## config.mk

```make
export PLATFORM = sky130hd
export DESIGN_NAME = ps2_key_receiver
export DESIGN_NICKNAME = d
export VERILOG_FILES = /design/src/rtl/ps2_pkg.sv /design/src/rtl/ps2_line_filter.sv /design/src/rtl/ps2_key_receiver.sv
export SDC_FILE = /design/constraint.sdc
export NUM_CORES = 1
export LEC_CHECK = 0
export BUFFER_PORTS_ARGS = -buffer_cell sky130_fd_sc_hd__buf_2
export CAP_MARGIN = 20
export CORE_ASPECT_RATIO = 1.4
export CORE_MARGIN = 1.5
export CORE_UTILIZATION = 35
export DETAILED_ROUTE_END_ITERATION = 10
export GPL_TIMING_DRIVEN = 0
export PLACE_DENSITY = 0.55
export SLEW_MARGIN = 5
export SYNTH_ARGS = -nofsm -noshare
export SYNTH_HDL_FRONTEND = slang
export SYNTH_SLANG_ARGS = --single-unit
```

## constraint.sdc

```tcl
create_clock -name clk -period 3.1 [get_ports clk]
set_input_delay 0.155 -clock clk [delete_from_list [all_inputs] [get_ports clk]]
set_output_delay 0.155 -clock clk [all_outputs]
set_load 0.01 [all_outputs]
```

## src/rtl/ps2_pkg.sv

```systemverilog
`default_nettype none
// ============================================================================
// Module   : ps2_pkg
// Desc     : Shared types and constants for the PS/2 key receiver.
// Revision : 1.0 - initial release
// ============================================================================
package ps2_pkg;

   typedef enum logic [1:0] {
      ST_IDLE   = 2'd0,
      ST_DATA   = 2'd1,
      ST_PARITY = 2'd2,
      ST_STOP   = 2'd3
   } ps2_state_t;

   localparam logic [7:0] PS2_PREFIX_EXT    = 8'hE0;
   localparam logic [7:0] PS2_PREFIX_BRK    = 8'hF0;
   localparam int         PS2_ENTRY_W       = 10;
   localparam int         PS2_ENTRY_EXT_BIT = 9;
   localparam int         PS2_ENTRY_BRK_BIT = 8;

endpackage
`default_nettype wire

```

## src/rtl/ps2_line_filter.sv

```systemverilog
`default_nettype none
// ============================================================================
// Module   : ps2_line_filter
// Desc     : 2-FF synchroniser followed by a saturating agreement filter.
// Revision : 1.0 - initial release
// ============================================================================
module ps2_line_filter #(
   parameter int FILTER_LEN = 8
) (
   input  logic clk,
   input  logic reset,
   input  logic i_line,
   output logic o_filt
);

   localparam int CW = $clog2(FILTER_LEN);

   logic [1:0]    r_sync;
   logic          r_filt;
   logic [CW-1:0] r_cnt;

   always_ff @(posedge clk) begin
      if (reset) begin
         r_sync <= 2'b11;
         r_filt <= 1'b1;
         r_cnt  <= '0;
      end else begin
         r_sync <= {r_sync[0], i_line};
         // Any sample agreeing with the current output restarts the run.
         if (r_sync[1] == r_filt) begin
            r_cnt <= '0;
         end else if (r_cnt == CW'(FILTER_LEN - 1)) begin
            r_filt <= r_sync[1];
            r_cnt  <= '0;
         end else begin
            r_cnt <= r_cnt + CW'(1);
         end
      end
   end

   assign o_filt = r_filt;

endmodule
`default_nettype wire

```

## src/rtl/ps2_key_receiver.sv

```systemverilog
`default_nettype none
// ============================================================================
// Module   : ps2_key_receiver
// Desc     : PS/2 keyboard deframer with prefix folding and a key FIFO.
// Revision : 1.0 - initial release
// ============================================================================
module ps2_key_receiver
   import ps2_pkg::*;
#(
   parameter int FILTER_LEN     = 8,
   parameter int TIMEOUT_CYCLES = 200000,
   parameter int FIFO_DEPTH     = 8,
   parameter int DECODE_PREFIX  = 1
) (
   input  logic                          clk,
   input  logic                          reset,
   input  logic                          PS2Clk,
   input  logic                          PS2Data,
   output logic [7:0]                    key_code,
   output logic                          key_ext,
   output logic                          key_break,
   output logic                          key_valid,
   input  logic                          key_ready,
   output logic [$clog2(FIFO_DEPTH):0]   fifo_level,
   output logic                          frame_err,
   output logic                          overflow
);

   localparam int TW = $clog2(TIMEOUT_CYCLES + 1);
   localparam int AW = $clog2(FIFO_DEPTH);
   localparam bit C_DECODE = (DECODE_PREFIX != 0);

   logic w_clk_f, w_data_f, w_fall;
   logic r_clk_prev;

   ps2_state_t r_state, w_state_nxt;
   logic [7:0]    r_shift;
   logic [2:0]    r_bitcnt;
   logic          r_par;
   logic [TW-1:0] r_tmo;
   logic          w_tmo_hit, w_err, w_byte_ok;
   logic          r_frame_err, r_byte_valid;
   logic [7:0]    r_byte;

   logic r_pend_ext, r_pend_brk;
   logic w_is_ext, w_is_brk, w_push, w_full, w_wr_en, w_pop;
   logic [PS2_ENTRY_W-1:0] w_entry;
   logic [PS2_ENTRY_W-1:0] r_mem [FIFO_DEPTH];
   logic [AW-1:0]          r_wr, r_rd;
   logic [AW:0]            r_level;
   logic                   r_overflow;

   ps2_line_filter #(.FILTER_LEN(FILTER_LEN)) u_filt_clk (
      .clk(clk), .reset(reset), .i_line(PS2Clk), .o_filt(w_clk_f)
   );
   ps2_line_filter #(.FILTER_LEN(FILTER_LEN)) u_filt_data (
      .clk(clk), .reset(reset), .i_line(PS2Data), .o_filt(w_data_f)
   );

   assign w_fall    = r_clk_prev & ~w_clk_f;
   assign w_tmo_hit = (r_state != ST_IDLE) && (r_tmo == TW'(TIMEOUT_CYCLES));

   always_comb begin
      w_state_nxt = r_state;
      w_err       = 1'b0;
      w_byte_ok   = 1'b0;
      if (w_fall) begin
         case (r_state)
            ST_IDLE: begin
               if (!w_data_f) w_state_nxt = ST_DATA;
               else           w_err       = 1'b1;
            end
            ST_DATA:   if (r_bitcnt == 3'd7) w_state_nxt = ST_PARITY;
            ST_PARITY: w_state_nxt = ST_STOP;
            ST_STOP: begin
               w_state_nxt = ST_IDLE;
               if (w_data_f && (^{r_shift, r_par})) w_byte_ok = 1'b1;
               else                                 w_err     = 1'b1;
            end
            default: w_state_nxt = ST_IDLE;
         endcase
      end else if (w_tmo_hit) begin
         w_state_nxt = ST_IDLE;
         w_err       = 1'b1;
      end
   end

   always_ff @(posedge clk) begin
      if (reset) begin
         r_state      <= ST_IDLE;
         r_clk_prev   <= 1'b1;
         r_shift      <= '0;
         r_bitcnt     <= '0;
         r_par        <= 1'b0;
         r_tmo        <= '0;
         r_frame_err  <= 1'b0;
         r_byte_valid <= 1'b0;
         r_byte       <= '0;
      end else begin
         r_state      <= w_state_nxt;
         r_clk_prev   <= w_clk_f;
         r_frame_err  <= w_err;
         r_byte_valid <= w_byte_ok;
         if (w_byte_ok) r_byte <= r_shift;
         if (r_state == ST_IDLE || w_fall || w_tmo_hit) r_tmo <= '0;
         else                                           r_tmo <= r_tmo + TW'(1);
         if (w_fall) begin
            case (r_state)
               ST_IDLE:   r_bitcnt <= '0;
               ST_DATA: begin
                  r_shift  <= {w_data_f, r_shift[7:1]};
                  r_bitcnt <= r_bitcnt + 3'd1;
               end
               ST_PARITY: r_par <= w_data_f;
               default:   r_par <= r_par;
            endcase
         end
      end
   end

   // Prefix bytes only update the pending flags; they never reach the FIFO.
   assign w_is_ext = C_DECODE && (r_byte == PS2_PREFIX_EXT);
   assign w_is_brk = C_DECODE && (r_byte == PS2_PREFIX_BRK);
   assign w_push   = r_byte_valid && !w_is_ext && !w_is_brk;
   assign w_entry  = {r_pend_ext, r_pend_brk, r_byte};
   assign w_full   = (r_level == (AW+1)'(FIFO_DEPTH));
   assign w_wr_en  = w_push && !w_full;
   assign w_pop    = key_valid && key_ready;

   always_ff @(posedge clk) begin
      if (reset) begin
         r_pend_ext <= 1'b0;
         r_pend_brk <= 1'b0;
         r_wr       <= '0;
         r_rd       <= '0;
         r_level    <= '0;
         r_overflow <= 1'b0;
         for (int i = 0; i < FIFO_DEPTH; i++) r_mem[i] <= '0;
      end else begin
         if (r_frame_err) begin
            r_pend_ext <= 1'b0;
            r_pend_brk <= 1'b0;
         end else if (r_byte_valid) begin
            if (w_is_ext)      r_pend_ext <= 1'b1;
            else if (w_is_brk) r_pend_brk <= 1'b1;
            else begin
               r_pend_ext <= 1'b0;
               r_pend_brk <= 1'b0;
            end
         end
         if (w_push && w_full) r_overflow <= 1'b1;
         if (w_wr_en) begin
            r_mem[r_wr] <= w_entry;
            r_wr        <= r_wr + AW'(1);
         end
         if (w_pop) r_rd <= r_rd + AW'(1);
         case ({w_wr_en, w_pop})
            2'b10:   r_level <= r_level + (AW+1)'(1);
            2'b01:   r_level <= r_level - (AW+1)'(1);
            default: r_level <= r_level;
         endcase
      end
   end

   assign key_code   = r_mem[r_rd][7:0];
   assign key_ext    = r_mem[r_rd][PS2_ENTRY_EXT_BIT];
   assign key_break  = r_mem[r_rd][PS2_ENTRY_BRK_BIT];
   assign key_valid  = (r_level != '0);
   assign fifo_level = r_level;
   assign frame_err  = r_frame_err;
   assign overflow   = r_overflow;

endmodule
`default_nettype wire
```

==> impl_results.md <==
* Status: completed
* Clock latency on the worst-skew pair at 0.43 ns
* Post-synthesis cell count at 545
* Worst reg2reg startpoint: r_byte[0]$_SDFFE_PP0P_
* Worst min path class: in -> reg
* Vias/cell at 4.838
* Total CTS buffers at 17
* EDFF count, synth at 80
* Prevailing post-synth register cell: edfxtp_1
* Post-DRT Antenna Nets at 0
* Yosys top cell by area: edfxtp_1
* Crit path kind: reg -> reg
* Syn nets at 568
* Area Overhead vs Synth at 15.07%
* Critical Path Start Type: flip-flop
* RSZ-0062 raised after global routing: false
* Drt initial violations at just over 200
* Fmax achieved at 340.9 MHz
* Htree depth at 4
* First-pass GRT wire length at 22290 um
* Capture point of the worst reg-to-reg path: r_mem[1][7]$_SDFFCE_PN0P_
* DR pass1 iterations at 4
* Remaining global-route overflow at 0
* Clk_skew at 0.006064 ns
* TritonCTS clock tree: built
* Max-slew violation count at 0
* CORE AREA at 18600 um^2
* Hold_sp: key_ready
* Starting Density at 35.75%
* GRT Total Usage at between 10% and 20%
* Top Ports at 22
* Share of layout cells above drive strength 1 at 17.47%
* Detailed placement HPWL at 9621 um
* Synth top cells by count: edfxtp_1 (80), and2_1 (77), dfxtp_1 (71), nor2_1 (53), nand2_1 (32)
* Total wire length at 13840 um
* Die area at 19850 um^2
* Pwr Density at roughly 550 nW/um^2
* Count leader, synth: edfxtp_1
* Final Cycle Share at 94.62%
* Worst path cell trace: nor3b_1 > a211o_1 > or3b_1 > buf_2 > nor3_4 > or2_1
* N_diodes at 0
* FILL cells at approximately 1800
* Worst endpoint required time at 3.17 ns
* Clock net sink count at 151
* Worst EP arrival at 3.00 ns
* Via Count at approximately 4100
* WHS Path Cells at 3
* Worst Path Max Fanout at 10
* Tmin final at 2.933 ns
* # Max-Cap Violations at 0
* Chip width at about 120 um
* Crit. End Element: flip-flop
* Maximum vdd ir drop at roughly 0.32 mV
* Drt wl/cell at roughly 16 um
* Reg2Reg Depth at 6
* Final Hold Vio Count at 0
* Vias in the first global route at around 4300
* Area of the multi-input gates at ~2700 um^2
* Worst slew pin tran at a little under 0.9 ns
* Ranking of synthesized cells by area: edfxtp_1 (36%), dfxtp_1 (21%), and2_1 (7.2%)
* Slew HR at 41.42%
* GP Congestion at 0.7536
* R2R Setup Slk at about 0.17 ns
* Setup Viol. Count Final at 0
* Total power at 4.224 mW
* Bufs on Longest Clock Path at 2
* # DRC at 0
* Clk root buf: clkbuf_16
* Pin count of the biggest net entering global routing at 17
* Layout net count at 611
* Yosys cell types at 47
* Sequential fraction of the synthesis area at 57.50%
* Die Ht at 166.1 um
* Slowest-stage cell, CP: dfxtp_1
* Yosys warning count at 0
* FF/Latch Area at 3824 um^2
* Leakage Power at roughly 2.8 nW
* Synthesized cell area at 6650 um^2
* Reg clk slew, reported paths at 0.06 ns
* Initial antenna violation count at 0
* Area share of the largest cell type after synthesis at 36.12%
* # rows at 59
* #FFs+latches synth at 151
* PortBufs at 21
* Asr flop ratio synth at 0%
* Number of setup buffers added after CTS at 0
* Crit-path max cell delay at 0.59 ns
* TNS Setup at 0 ns
* Syn Area/Cell at ~12 um^2
timing repair:
| item | 4_1_cts | 5_1_grt |
|---|---|---|
| endpoints found under the hold margin | 2 | 0 |
| gates resized for setup | 0 | 0 |
| hold buffers | 2 | 0 |
cell families (layout without fill, tap and decap cells):
| family | count (synthesis) | after routing | synth area share [%] |
|---|---|---|---|
| and+or+nand+nor | 240 | 240 | 19.42 |
| buffers and inverters | 30 | 86 | 1.787 |
| xor gates and xnor gates | 31 | 31 | 4.516 |
| muxes | 40 | 40 | 10.16 |
| AOI/OAI and AO/OA | 35 | 35 | 3.123 |
| adders and majority gates | 18 | 18 | 3.499 |
| DFF | 151 | 151 | 57.50 |
final cells by class:
| type | count | area share [%] |
|---|---|---|
| tap | 244 | 3.990 |
| clock inverter | 15 | 1.848 |
| clock buffer | 17 | 5.559 |
| multi-input combinational | 364 | 35.38 |
| inverter | 13 | 0.6377 |
| sequential | 151 | 49.97 |
| buffer | 17 | 0.9156 |
| timing repair buffer | 24 | 1.700 |
report_power, final:
part / leakage (nW) / internal [mW] / switching [mW] / total (mW)
registers: 1.40 / 2.14 / 0.00991 / 2.15
clock network: 0.277 / 1.12 / 0.874 / 1.99
logic: 1.11 / 0.0298 / 0.0517 / 0.0815
how the worst max path moves through the flow:
stage,start,to,slack (ns),cells after the start
3_3_place_gp,r_byte[0]$_SDFFE_PP0P_,r_mem[1][3]$_SDFFCE_PN0P_,0.19,6
3_5_place_dp,r_byte[0]$_SDFFE_PP0P_,r_mem[1][3]$_SDFFCE_PN0P_,0.16,6
4_1_cts,r_byte[0]$_SDFFE_PP0P_,r_mem[1][9]$_SDFFCE_PN0P_,0.15,6
6_report,r_byte[0]$_SDFFE_PP0P_,r_mem[1][7]$_SDFFCE_PN0P_,0.17,6
5_1_grt,r_byte[0]$_SDFFE_PP0P_,r_mem[1][1]$_SDFFCE_PN0P_,0.02,6
2_1_floorplan,fifo_level[0]$_SDFFE_PP0P_,fifo_level[3]$_SDFFE_PP0P_,0.78,11
per-stage QoR:
| step | hold slack [ns] | instance area [um^2] | setup slack, ns | std cells | utilization (%) |
|---|---|---|---|---|---|
| global route | 0.07714 | 7652 | 0.01502 | 845 | 41.14 |
| detailed placement | 0.3442 | 7066 | 0.1592 | 811 | 37.98 |
| floorplan | 0.2588 | 6650 | 0.7842 | 545 | - |
| global placement | 0.3419 | 7061 | 0.1870 | 810 | 37.95 |
| CTS | 0.05957 | 7652 | 0.1489 | 845 | 41.14 |
| finish | 0.07692 | 7652 | 0.1667 | 845 | 41.14 |
registers in the layout, indices dropped and copies added (netlist names), 2 cells and up, named ones only:
register            count
u_filt_clk.r_sync       2
r_wr                    3
fifo_level              4
r_shift                 8
r_tmo                  18
r_mem                  80
r_byte                  8
r_state                 2
u_filt_data.r_cnt       3
r_rd                    3
u_filt_clk.r_cnt        3
u_filt_data.r_sync      2
r_bitcnt                3
routing by layer:
metal  global-route usage [%]  vias to the layer above  part of all wire, %
met4                    5.590                        0                  2.0
met5                        0                        -                    0
met1                    15.38                     1984                   39
met3                    3.606                       26                  3.2
met2                    28.59                       58                   55
li1                         -                     2020                    -
layout by cell type, fill, tap and decap left out, drive strengths merged, types with 19 or more instances in the layout:
| cell type | instances |
|---|---|
| a21oi | 20 |
| and2 | 77 |
| buf | 26 |
| clkbuf | 30 |
| dfxtp | 71 |
| edfxtp | 80 |
| inv | 19 |
| mux4 | 20 |
| nand2 | 32 |
| nor2 | 56 |
critical path, delay by kind of cell (launching register included):
kind,cells,cell delay [ns]
simple gates,4,1.39
flops,1,0.59
compound gates,1,0.39
buf+inv,1,0.19
No activity file was read; power rests on OpenSTA's default activity.
